File: src/rtl/spi_arb_pkg.sv
// Shared types and constants for the SPI arbiter.
// Holds the FSM state enum, default sizing and SPI word field widths.
package spi_arb_pkg;

   localparam int DEF_NUM_REQ        = 2;
   localparam int DEF_TIMEOUT_CYCLES = 4096;

   localparam int SPI_WORD_W = 16;
   localparam int SPI_ADDR_W = 6;
   localparam int SPI_BYTE_W = 8;

   typedef enum logic [1:0] {
      S_IDLE,
      S_LAUNCH,
      S_WAIT_BUSY,
      S_WAIT_DONE
   } arb_state_t;

   // Index width that stays legal for a count of one.
   function automatic int idx_w(input int n);
      return (n > 1) ? $clog2(n) : 1;
   endfunction

endpackage

File: src/rtl/spi_arbiter_if.sv
// Arbiter <-> SPI_Controller bundle.
// Names follow the arbiter's point of view (o_ = arbiter drives).
interface spi_arbiter_if;
   import spi_arb_pkg::*;

   logic                  o_spi_go;
   logic                  o_read_write_n;
   logic [SPI_WORD_W-1:0] o_spi_data;
   logic                  i_spi_data_valid;
   logic                  i_spi_idle;
   logic [SPI_BYTE_W-1:0] i_spi_data;

   modport master (
      output o_spi_go,
      output o_read_write_n,
      output o_spi_data,
      input  i_spi_data_valid,
      input  i_spi_idle,
      input  i_spi_data
   );

   modport slave (
      input  o_spi_go,
      input  o_read_write_n,
      input  o_spi_data,
      output i_spi_data_valid,
      output i_spi_idle,
      output i_spi_data
   );

endinterface

File: src/rtl/spi_arbiter_rr_pick.sv
// Combinational round-robin picker.
// Scans from the pointer upward, wrapping, and returns a one-hot winner.
module rr_pick #(
   parameter int NUM_REQ = 2,
   parameter int IW      = 1
) (
   input  logic [NUM_REQ-1:0] i_req,
   input  logic [IW-1:0]      i_ptr,
   output logic [NUM_REQ-1:0] o_win
);

   logic [NUM_REQ-1:0] w_win;
   logic               w_found;
   logic [IW-1:0]      w_pos;

   // First requester at or after the pointer wins.
   always_comb begin
      w_win   = '0;
      w_found = 1'b0;
      w_pos   = '0;
      for (int k = 0; k < NUM_REQ; k++) begin
         w_pos = IW'((int'(i_ptr) + k) % NUM_REQ);
         if (!w_found && i_req[w_pos]) begin
            w_win[w_pos] = 1'b1;
            w_found      = 1'b1;
         end
      end
   end

   assign o_win = w_win;

endmodule

File: src/rtl/spi_arbiter.sv
// Round-robin arbiter sharing one SPI_Controller among NUM_REQ masters.
// Latches the winner's word, launches it, and guards it with a timeout.
module spi_arbiter
   import spi_arb_pkg::*;
#(
   parameter int NUM_REQ        = DEF_NUM_REQ,
   parameter int TIMEOUT_CYCLES = DEF_TIMEOUT_CYCLES
) (
   input  logic                                i_clk,
   input  logic                                i_rst_n,
   input  logic [NUM_REQ-1:0]                  i_req,
   input  logic [NUM_REQ-1:0]                  i_req_rw_n,
   input  logic [NUM_REQ-1:0][SPI_WORD_W-1:0]  i_req_data,
   output logic [NUM_REQ-1:0]                  o_gnt,
   output logic [NUM_REQ-1:0]                  o_done,
   output logic [SPI_BYTE_W-1:0]               o_rdata,
   output logic                                o_timeout,
   spi_arbiter_if.master                       spi
);

   localparam int IW = idx_w(NUM_REQ);
   localparam int CW = idx_w(TIMEOUT_CYCLES);

   arb_state_t            r_state;
   logic [IW-1:0]         r_ptr;
   logic [IW-1:0]         r_idx;
   logic [NUM_REQ-1:0]    r_gnt;
   logic [NUM_REQ-1:0]    r_done;
   logic                  r_tmo;
   logic                  r_go;
   logic                  r_rw;
   logic [SPI_WORD_W-1:0] r_data;
   logic                  r_lat_rw;
   logic [SPI_WORD_W-1:0] r_lat_data;
   logic [SPI_BYTE_W-1:0] r_rdata;
   logic [CW-1:0]         r_cnt;

   logic [NUM_REQ-1:0]    w_win;
   logic [IW-1:0]         w_win_idx;
   logic [IW-1:0]         w_ptr_nxt;
   logic                  w_tmo_hit;
   logic                  w_rd_cap;

   rr_pick #(
      .NUM_REQ (NUM_REQ),
      .IW      (IW)
   ) u_pick (
      .i_req   (i_req),
      .i_ptr   (r_ptr),
      .o_win   (w_win)
   );

   // One-hot winner to binary index for the latch mux.
   always_comb begin
      w_win_idx = '0;
      for (int i = 0; i < NUM_REQ; i++) begin
         if (w_win[i]) w_win_idx = IW'(i);
      end
   end

   assign w_ptr_nxt = (r_idx == IW'(NUM_REQ - 1))
                    ? '0 : r_idx + IW'(1);
   assign w_tmo_hit = (r_cnt == CW'(TIMEOUT_CYCLES - 1));

   // A completing transfer wins over an expiring timeout.
   assign w_rd_cap = spi.i_spi_data_valid & r_rw
                   & (spi.i_spi_idle | ~w_tmo_hit);

   // Arbitration FSM with registered grant, launch and completion outputs.
   always_ff @(posedge i_clk) begin
      if (!i_rst_n) begin
         r_state    <= S_IDLE;
         r_ptr      <= '0;
         r_idx      <= '0;
         r_gnt      <= '0;
         r_done     <= '0;
         r_tmo      <= 1'b0;
         r_go       <= 1'b0;
         r_rw       <= 1'b0;
         r_data     <= '0;
         r_lat_rw   <= 1'b0;
         r_lat_data <= '0;
         r_rdata    <= '0;
         r_cnt      <= '0;
      end else begin
         r_done <= '0;
         r_tmo  <= 1'b0;
         r_go   <= 1'b0;
         unique case (r_state)
            S_IDLE: begin
               if (|i_req) begin
                  r_gnt      <= w_win;
                  r_idx      <= w_win_idx;
                  r_lat_rw   <= i_req_rw_n[w_win_idx];
                  r_lat_data <= i_req_data[w_win_idx];
                  r_state    <= S_LAUNCH;
               end
            end
            S_LAUNCH: begin
               r_go    <= 1'b1;
               r_rw    <= r_lat_rw;
               r_data  <= r_lat_data;
               r_cnt   <= '0;
               r_state <= S_WAIT_BUSY;
            end
            S_WAIT_BUSY: begin
               if (w_tmo_hit) begin
                  r_done  <= r_gnt;
                  r_tmo   <= 1'b1;
                  r_gnt   <= '0;
                  r_ptr   <= w_ptr_nxt;
                  r_state <= S_IDLE;
               end else begin
                  r_cnt <= r_cnt + CW'(1);
                  if (!spi.i_spi_idle) r_state <= S_WAIT_DONE;
               end
            end
            S_WAIT_DONE: begin
               if (w_rd_cap) r_rdata <= spi.i_spi_data;
               if (spi.i_spi_idle) begin
                  r_done  <= r_gnt;
                  r_gnt   <= '0;
                  r_ptr   <= w_ptr_nxt;
                  r_state <= S_IDLE;
               end else if (w_tmo_hit) begin
                  r_done  <= r_gnt;
                  r_tmo   <= 1'b1;
                  r_gnt   <= '0;
                  r_ptr   <= w_ptr_nxt;
                  r_state <= S_IDLE;
               end else begin
                  r_cnt <= r_cnt + CW'(1);
               end
            end
            default: r_state <= S_IDLE;
         endcase
      end
   end

   assign o_gnt              = r_gnt;
   assign o_done             = r_done;
   assign o_timeout          = r_tmo;
   assign o_rdata            = r_rdata;
   assign spi.o_spi_go       = r_go;
   assign spi.o_read_write_n = r_rw;
   assign spi.o_spi_data     = r_data;

endmodule

File: src/flat_wrapper.sv
// flat-port wrapper written by rule: the top's interface ports become plain ports
module spi_arbiter_flat import spi_arb_pkg::*;
#(
   parameter int NUM_REQ        = DEF_NUM_REQ,
   parameter int TIMEOUT_CYCLES = DEF_TIMEOUT_CYCLES
)
  (i_clk, i_rst_n, i_req, i_req_rw_n, i_req_data, o_gnt, o_done, o_rdata, o_timeout, spi_o_spi_go, spi_o_read_write_n, spi_o_spi_data, spi_i_spi_data_valid, spi_i_spi_idle, spi_i_spi_data);
  spi_arbiter_if spi_i ();
  input  logic i_clk;
  input  logic i_rst_n;
  input  logic [NUM_REQ-1:0] i_req;
  input  logic [NUM_REQ-1:0] i_req_rw_n;
  input  logic [NUM_REQ-1:0][SPI_WORD_W-1:0] i_req_data;
  output logic [NUM_REQ-1:0] o_gnt;
  output logic [NUM_REQ-1:0] o_done;
  output logic [SPI_BYTE_W-1:0] o_rdata;
  output logic o_timeout;
  output wire logic [$bits(spi_i.o_spi_go)-1:0] spi_o_spi_go;
  output wire logic [$bits(spi_i.o_read_write_n)-1:0] spi_o_read_write_n;
  output wire logic [$bits(spi_i.o_spi_data)-1:0] spi_o_spi_data;
  input wire logic [$bits(spi_i.i_spi_data_valid)-1:0] spi_i_spi_data_valid;
  input wire logic [$bits(spi_i.i_spi_idle)-1:0] spi_i_spi_idle;
  input wire logic [$bits(spi_i.i_spi_data)-1:0] spi_i_spi_data;
  assign spi_o_spi_go = spi_i.o_spi_go;
  assign spi_o_read_write_n = spi_i.o_read_write_n;
  assign spi_o_spi_data = spi_i.o_spi_data;
  assign spi_i.i_spi_data_valid = spi_i_spi_data_valid;
  assign spi_i.i_spi_idle = spi_i_spi_idle;
  assign spi_i.i_spi_data = spi_i_spi_data;
  spi_arbiter #(.NUM_REQ(NUM_REQ), .TIMEOUT_CYCLES(TIMEOUT_CYCLES)) u_core (.i_clk(i_clk), .i_rst_n(i_rst_n), .i_req(i_req), .i_req_rw_n(i_req_rw_n), .i_req_data(i_req_data), .o_gnt(o_gnt), .o_done(o_done), .o_rdata(o_rdata), .o_timeout(o_timeout), .spi(spi_i));
endmodule
File: config.mk
export PLATFORM = sky130hd
export DESIGN_NAME = spi_arbiter_flat
export DESIGN_NICKNAME = d
export VERILOG_FILES = /design/src/rtl/spi_arb_pkg.sv /design/src/rtl/spi_arbiter_if.sv /design/src/rtl/spi_arbiter_rr_pick.sv /design/src/rtl/spi_arbiter.sv /design/src/flat_wrapper.sv
export SDC_FILE = /design/constraint.sdc
export NUM_CORES = 1
export LEC_CHECK = 0
export BUFFER_PORTS_ARGS = -buffer_cell sky130_fd_sc_hd__buf_4
export CAP_MARGIN = 0
export CORE_MARGIN = 8
export CORE_UTILIZATION = 50
export CTS_CLUSTER_DIAMETER = 50
export CTS_CLUSTER_SIZE = 16
export DETAILED_ROUTE_END_ITERATION = 7
export PLACE_DENSITY_LB_ADDON = 0.12
export SLEW_MARGIN = 20
export SYNTH_ARGS = -nofsm -noshare
export SYNTH_HDL_FRONTEND = slang
export SYNTH_SLANG_ARGS = --single-unit
File: constraint.sdc
create_clock -name i_clk -period 1.9 [get_ports i_clk]
set_input_delay 0.095 -clock i_clk [delete_from_list [all_inputs] [get_ports i_clk]]
set_output_delay 0.095 -clock i_clk [all_outputs]
set_load 0.02 [all_outputs]
-- Word-level counts from Yosys, hierarchy flattened
Index checks and enable logic that the tools add are counted.
- register bits: 64
- output and inout bits: 31
- input port bits: 48
- logic and storage cells: 88
- bitwise logic cells: 5
- mux-type cells: 40
- reductions and logical operators: 14
- $add $sub $neg: 3
- eq/ne operators: 8
- magnitude comparators: 5
- operator list (cell ; count):
    $pmux 12 s3 ; 1
    $mux 16 ; 2
    $mux 12 ; 2
    $mux 2 ; 12
    $mux 1 ; 16
    $add 12x1->12 const B ; 1
    $eq 12x12->1 const B ; 1
    $pmux 2 s4 ; 1
    $reduce_and 2->1 ; 4
    $lt 1x2->1 const B ; 3
    $ne 3x2->1 const B ; 2
    $pmux 2 s3 ; 1
    $reduce_bool 3->1 ; 2
    $eq 2x2->1 const B ; 2
    $pmux 1 s2 ; 2
    $pmux 2 s2 ; 1
    $logic_and 1x1->1 ; 3
    $reduce_and 3->1 ; 1
    $add 1x1->1 const B ; 2
    $and 1x1->1 ; 2
    $demux 1 s1 ; 2
    $eq 2x1->1 const B ; 1
    $ge 1x1->1 const B ; 2
    $logic_not 2->1 ; 1
    other kinds (8) ; 8

-- Longest topological paths before layout
- depth in word-level cells: 10
- mapped depth: 7
- depth with buffers taken out: 5

-- Modules after synthesis
Synthesis repeated with hierarchy kept, for this count alone.
- cells, all modules: 271
- area total of the unflattened synthesis: 2643.8 um2
- modules (own cells, without submodules) (module ; cells an instance ; area an instance (um2) ; seq. area each (um2) ; times used):
    spi_arbiter ; 268 ; 2625.0 ; 1281.2 ; 1
    rr_pick ; 3 ; 18.8 ; 0.0 ; 1

-- Least setup slack after synthesis
No wires, ideal clock.
- path kind: register to register
- from: register u_core.r_cnt[0]
- to: register u_core.r_rdata[0], in the netlist u_core.o_rdata[0]
- buffers on the path: 0
- data arrival time: 1.317 ns
- library setup time: 0.138 ns
- data required time: 1.762 ns
- period minus slack after synthesis: 1.454 ns
- stages on the path, launching flop included: 6
- setup slack: 0.446 ns
- cells stage by stage: dfxtp_1 -> ha_1 -> inv_1 -> nor4_2 -> a21oi_2 -> mux2i_1
- longest elaborated chain between the ends: 5
- RTL lines (element ; line ; source):
    start, declared ; spi_arbiter.sv:36 ; logic [CW-1:0] r_cnt;
    start signal, assigned ; spi_arbiter.sv:114 ; r_cnt <= r_cnt + CW'(1);
    start signal, assigned ; spi_arbiter.sv:132 ; r_cnt <= r_cnt + CW'(1);
    $eq 12x12->1 ; spi_arbiter.sv:63 ; assign w_tmo_hit = (r_cnt == CW'(TIMEOUT_CYCLES - 1));
    $not 1->1 ; spi_arbiter.sv:67 ; & (spi.i_spi_idle | ~w_tmo_hit);
    $or 1x1->1 ; spi_arbiter.sv:67 ;
    $and 1x1->1 ; spi_arbiter.sv:67 ;
    $reduce_and 2->1 (no line) ; -- ;
    end signal, assigned ; spi_arbiter.sv:119 ; if (w_rd_cap) r_rdata <= spi.i_spi_data;
    end, declared ; spi_arbiter.sv:35 ; logic [SPI_BYTE_W-1:0] r_rdata;
No other way between the ends.
A chain may end at the register's enable or synchronous reset.

-- Worst setup path after layout
- from: register u_core.r_cnt[0]
- to: register u_core.r_rdata[7], in the netlist u_core.o_rdata[7]
Same word-level chain as after synthesis.

==> flow_summary.yaml <==
yosys:
  netlist_area_um2: 2650
  avgSynthCellArea_um2: 9.01
  syn-num-nets: 343
  synth_ff_type: "dfxtp_1"
  synth_edf_count: 0
  async_reset_ff_share_pct: 0
  syn_inst: 294
  synth.distinct_cells: 47
  yosysWarnings: 0
  yosysSeqAreaShare_pct: 48.3
  ys_ff_latch: 64
worst_setup_path:
  startpoint_type: "flop"
  critical_path_class: "reg2reg"
  crit_arrival_ns: 1.90
  r2r_slack_ns: 0.20
  crit_fanout: 8
  reg2reg_to: "u_core.o_rdata[7]"
  required_ns: 2.10
  critPathLaunch: "u_core.r_cnt[0]"
  timing.rr.start: "u_core.r_cnt[0]"
  endpoint_kind: "flop"
  r2r_cells: 5
drt:
  routedWlPerCell_um: 15.2
  drtPass1Iterations: 5
  ant_nets: 0
  viasPerCell: 5.47
  drtIter0Drc: 196
  finalWirelength_mm: 7.26
  drc: 0
  vias: 2607
finish:
  fin_nets: 451
  fin_area_um2: 3750
  insertedDiodeCount: 0
  syn_to_final_growth_pct: 41.4
  drive_gt1_share_pct: 29.2
job:
  maxCapViolCount: 0
die:
  num_rows: 26
  start_util_pct: 51.9
  die_width_um: 88.8
  pin_count: 79
  core_area_um2: 5110
  dieArea_um2: 7890
  fp.dieH_um: 88.8
sta:
  maxSlewHeadroom_pct: 63.0
  worstMarginPinSlew_ns: 0.551
  setup_violations: 0
  hold_viol: 0
  drv_slew: 0
  min_period_ns: 1.70
  fmax_ghz: 0.589
  tns_ns: 0
  skew_ns: 0.00750
  rsz0062_at_grt: "false"
  fin_crit_sh_pct: 89.4
global_routing:
  grt_pass1_wl_mm: 11.7
  gr-usage-met3_pct: 4.74
  overflow: 0
  use_met2_pct: 31.1
  grt-busiest-layer: "met2"
  grt_usage_pct: 19.1
  grt_pass1_vias: 2501
  grt_use_met1_pct: 22.4
  antenna_found_initial: 0
  grt_max_degree: 26
power:
  p_seq_share_pct: 48.2
  irDropWorstVdd_v: 0.000523
  internal-power_mw: 2.21
  pwr-share-clk_pct: 32.8
  leakage_nw: 1.51
  swShare_pct: 28.0
  p_comb_share_pct: 19.0
  power.switching_uw: 860
  p_per_area_nw_per_um2: 818
clocking:
  postCtsSetupBuffers: 0
  root_buffer: "clkbuf_8"
  clk_pin_slew_worst_paths_ns: 0.07
  cts_resized: 0
  clock_latency_ns: 0.34
  ctsHtreeMaxLevel: 3
  clock_sinks: 64
  clock_path_buffers: 2
  cts_buffers: 9
  cts_tree: "done"
  ctsHoldBuffers: 24
hold_path:
  hold_depth: 3
  hp-class: "in2reg"
  min_to: "u_core.r_lat_data[2]"
  hold_start: "i_req_data[2]"
placed_design:
  dpl.hpwl_mm: 4.97
  place_area_um2: 3340
  gp_congestion: 0.829
  io_buffers: 78
status:
  status: "complete, no violations"
## layout by cell type, fill, tap and decap left out, types with 3 or more instances in the layout
| cell type | instances |
|---|---|
| o21ai_1 | 5 |
| buf_4 | 94 |
| o21ai_0 | 3 |
| nand2_1 | 67 |
| nor2_1 | 21 |
| or4_1 | 7 |
| clkbuf_8 | 10 |
| o31ai_1 | 7 |
| a21oi_1 | 27 |
| dlygate4sd3_1 | 24 |
| clkbuf_1 | 3 |
| a222oi_1 | 17 |
| mux2i_1 | 10 |
| dfxtp_1 | 64 |
| inv_1 | 6 |
## metrics by stage
| stage | setup slack [ns] | instances | util [%] | hold slack, ns | power, mW |
|---|---|---|---|---|---|
| after floorplan | 0.446 | 294 | - | 0.237 | 1.81 |
| after global placement | 0.302 | 437 | 65.4 | 0.333 | 2.03 |
| after detailed placement | 0.228 | 437 | 65.4 | 0.340 | 2.04 |
| after CTS | 0.200 | 477 | 73.4 | 0.00186 | 3.08 |
| after global routing | 0.106 | 477 | 73.4 | 0.00856 | 3.20 |
| final | 0.202 | 477 | 73.4 | 0.00774 | 3.06 |
## kinds of logic after synthesis
kind of cell | Yosys count | share of synthesized area (%)
buf+inv | 27 | 4.72
fa+ha+maj | 1 | 0.472
compound gates | 68 | 18.4
simple gates | 123 | 23.8
flops | 64 | 48.3
mux | 11 | 4.20
## layout make-up
type | instances | area, um2
clock buffer | 13 | 149
fill | 383 | 1360
inverter | 6 | 22.5
multi-input combinational | 203 | 1240
tap | 70 | 87.6
timing repair buffer | 118 | 946
clock inverter | 3 | 17.5
sequential | 64 | 1280
## power groups by stage
stage                     combinational [mW]  sequential, mW  clock (mW)
after floorplan                        0.297            1.51           0
after global placement                 0.531            1.50           0
after detailed placement               0.539            1.50           0
after CTS                              0.580            1.48        1.02
after global routing                   0.632            1.49        1.09
final                                  0.582            1.48        1.01
## synthesized netlist by cell type (2+ instances only)
library cell / n / share of area, %
buf_2: 7 / 1.3
clkbuf_1: 10 / 1.4
nor2_1: 21 / 3.0
a21oi_1: 27 / 5.1
nand4_1: 2 / 0.47
mux2i_1: 10 / 3.8
a222oi_1: 17 / 6.4
nand2b_1: 2 / 0.47
nand3_1: 2 / 0.38
and2_1: 2 / 0.47
buf_6: 2 / 0.85
nor3b_1: 2 / 0.57
o21ai_0: 3 / 0.57
dfxtp_1: 64 / 48
o21ai_1: 5 / 0.94
and3_1: 2 / 0.47
or4_1: 7 / 2.0
o31ai_1: 7 / 2.0
a211oi_1: 2 / 0.57
nand2_1: 67 / 9.5
inv_1: 6 / 0.85
buf_1: 2 / 0.28
## routing by layer
layer | routed length [um] | vias to the layer above | part of all wire, %
li1 | - | 1285 | -
met1 | 3080 | 1244 | 42
met2 | 3650 | 66 | 50
met3 | 376 | 12 | 5.2
met4 | 151 | 0 | 2.1
met5 | 0 | - | 0
## sequential cells by signal, indices dropped and copies added (netlist names)
| register | count |
|---|---|
| u_core.o_done | 2 |
| u_core.o_gnt | 2 |
| u_core.o_rdata | 8 |
| u_core.o_timeout | 1 |
| u_core.r_cnt | 12 |
| u_core.r_idx | 1 |
| u_core.r_lat_data | 16 |
| u_core.r_lat_rw | 1 |
| u_core.r_ptr | 1 |
| u_core.r_state | 2 |
| u_core.spi.o_read_write_n | 1 |
| u_core.spi.o_spi_data | 16 |
| u_core.spi.o_spi_go | 1 |
## critical path, stage by stage (launching register included)
cell     delay [ns]
dfxtp_1        0.37
ha_1           0.24
inv_1          0.13
nor4_2         0.41
a21oi_2        0.23
mux2i_1        0.16
## worst max-delay path by stage
stage,to,cells past startpoint
6_report,u_core.o_rdata[7],5
4_1_cts,u_core.o_rdata[7],5
3_5_place_dp,u_core.o_rdata[7],5
3_3_place_gp,u_core.o_rdata[4],5
5_1_grt,u_core.o_rdata[6],5
2_1_floorplan,u_core.o_rdata[0],5
Power figures use the tool's default switching activity.
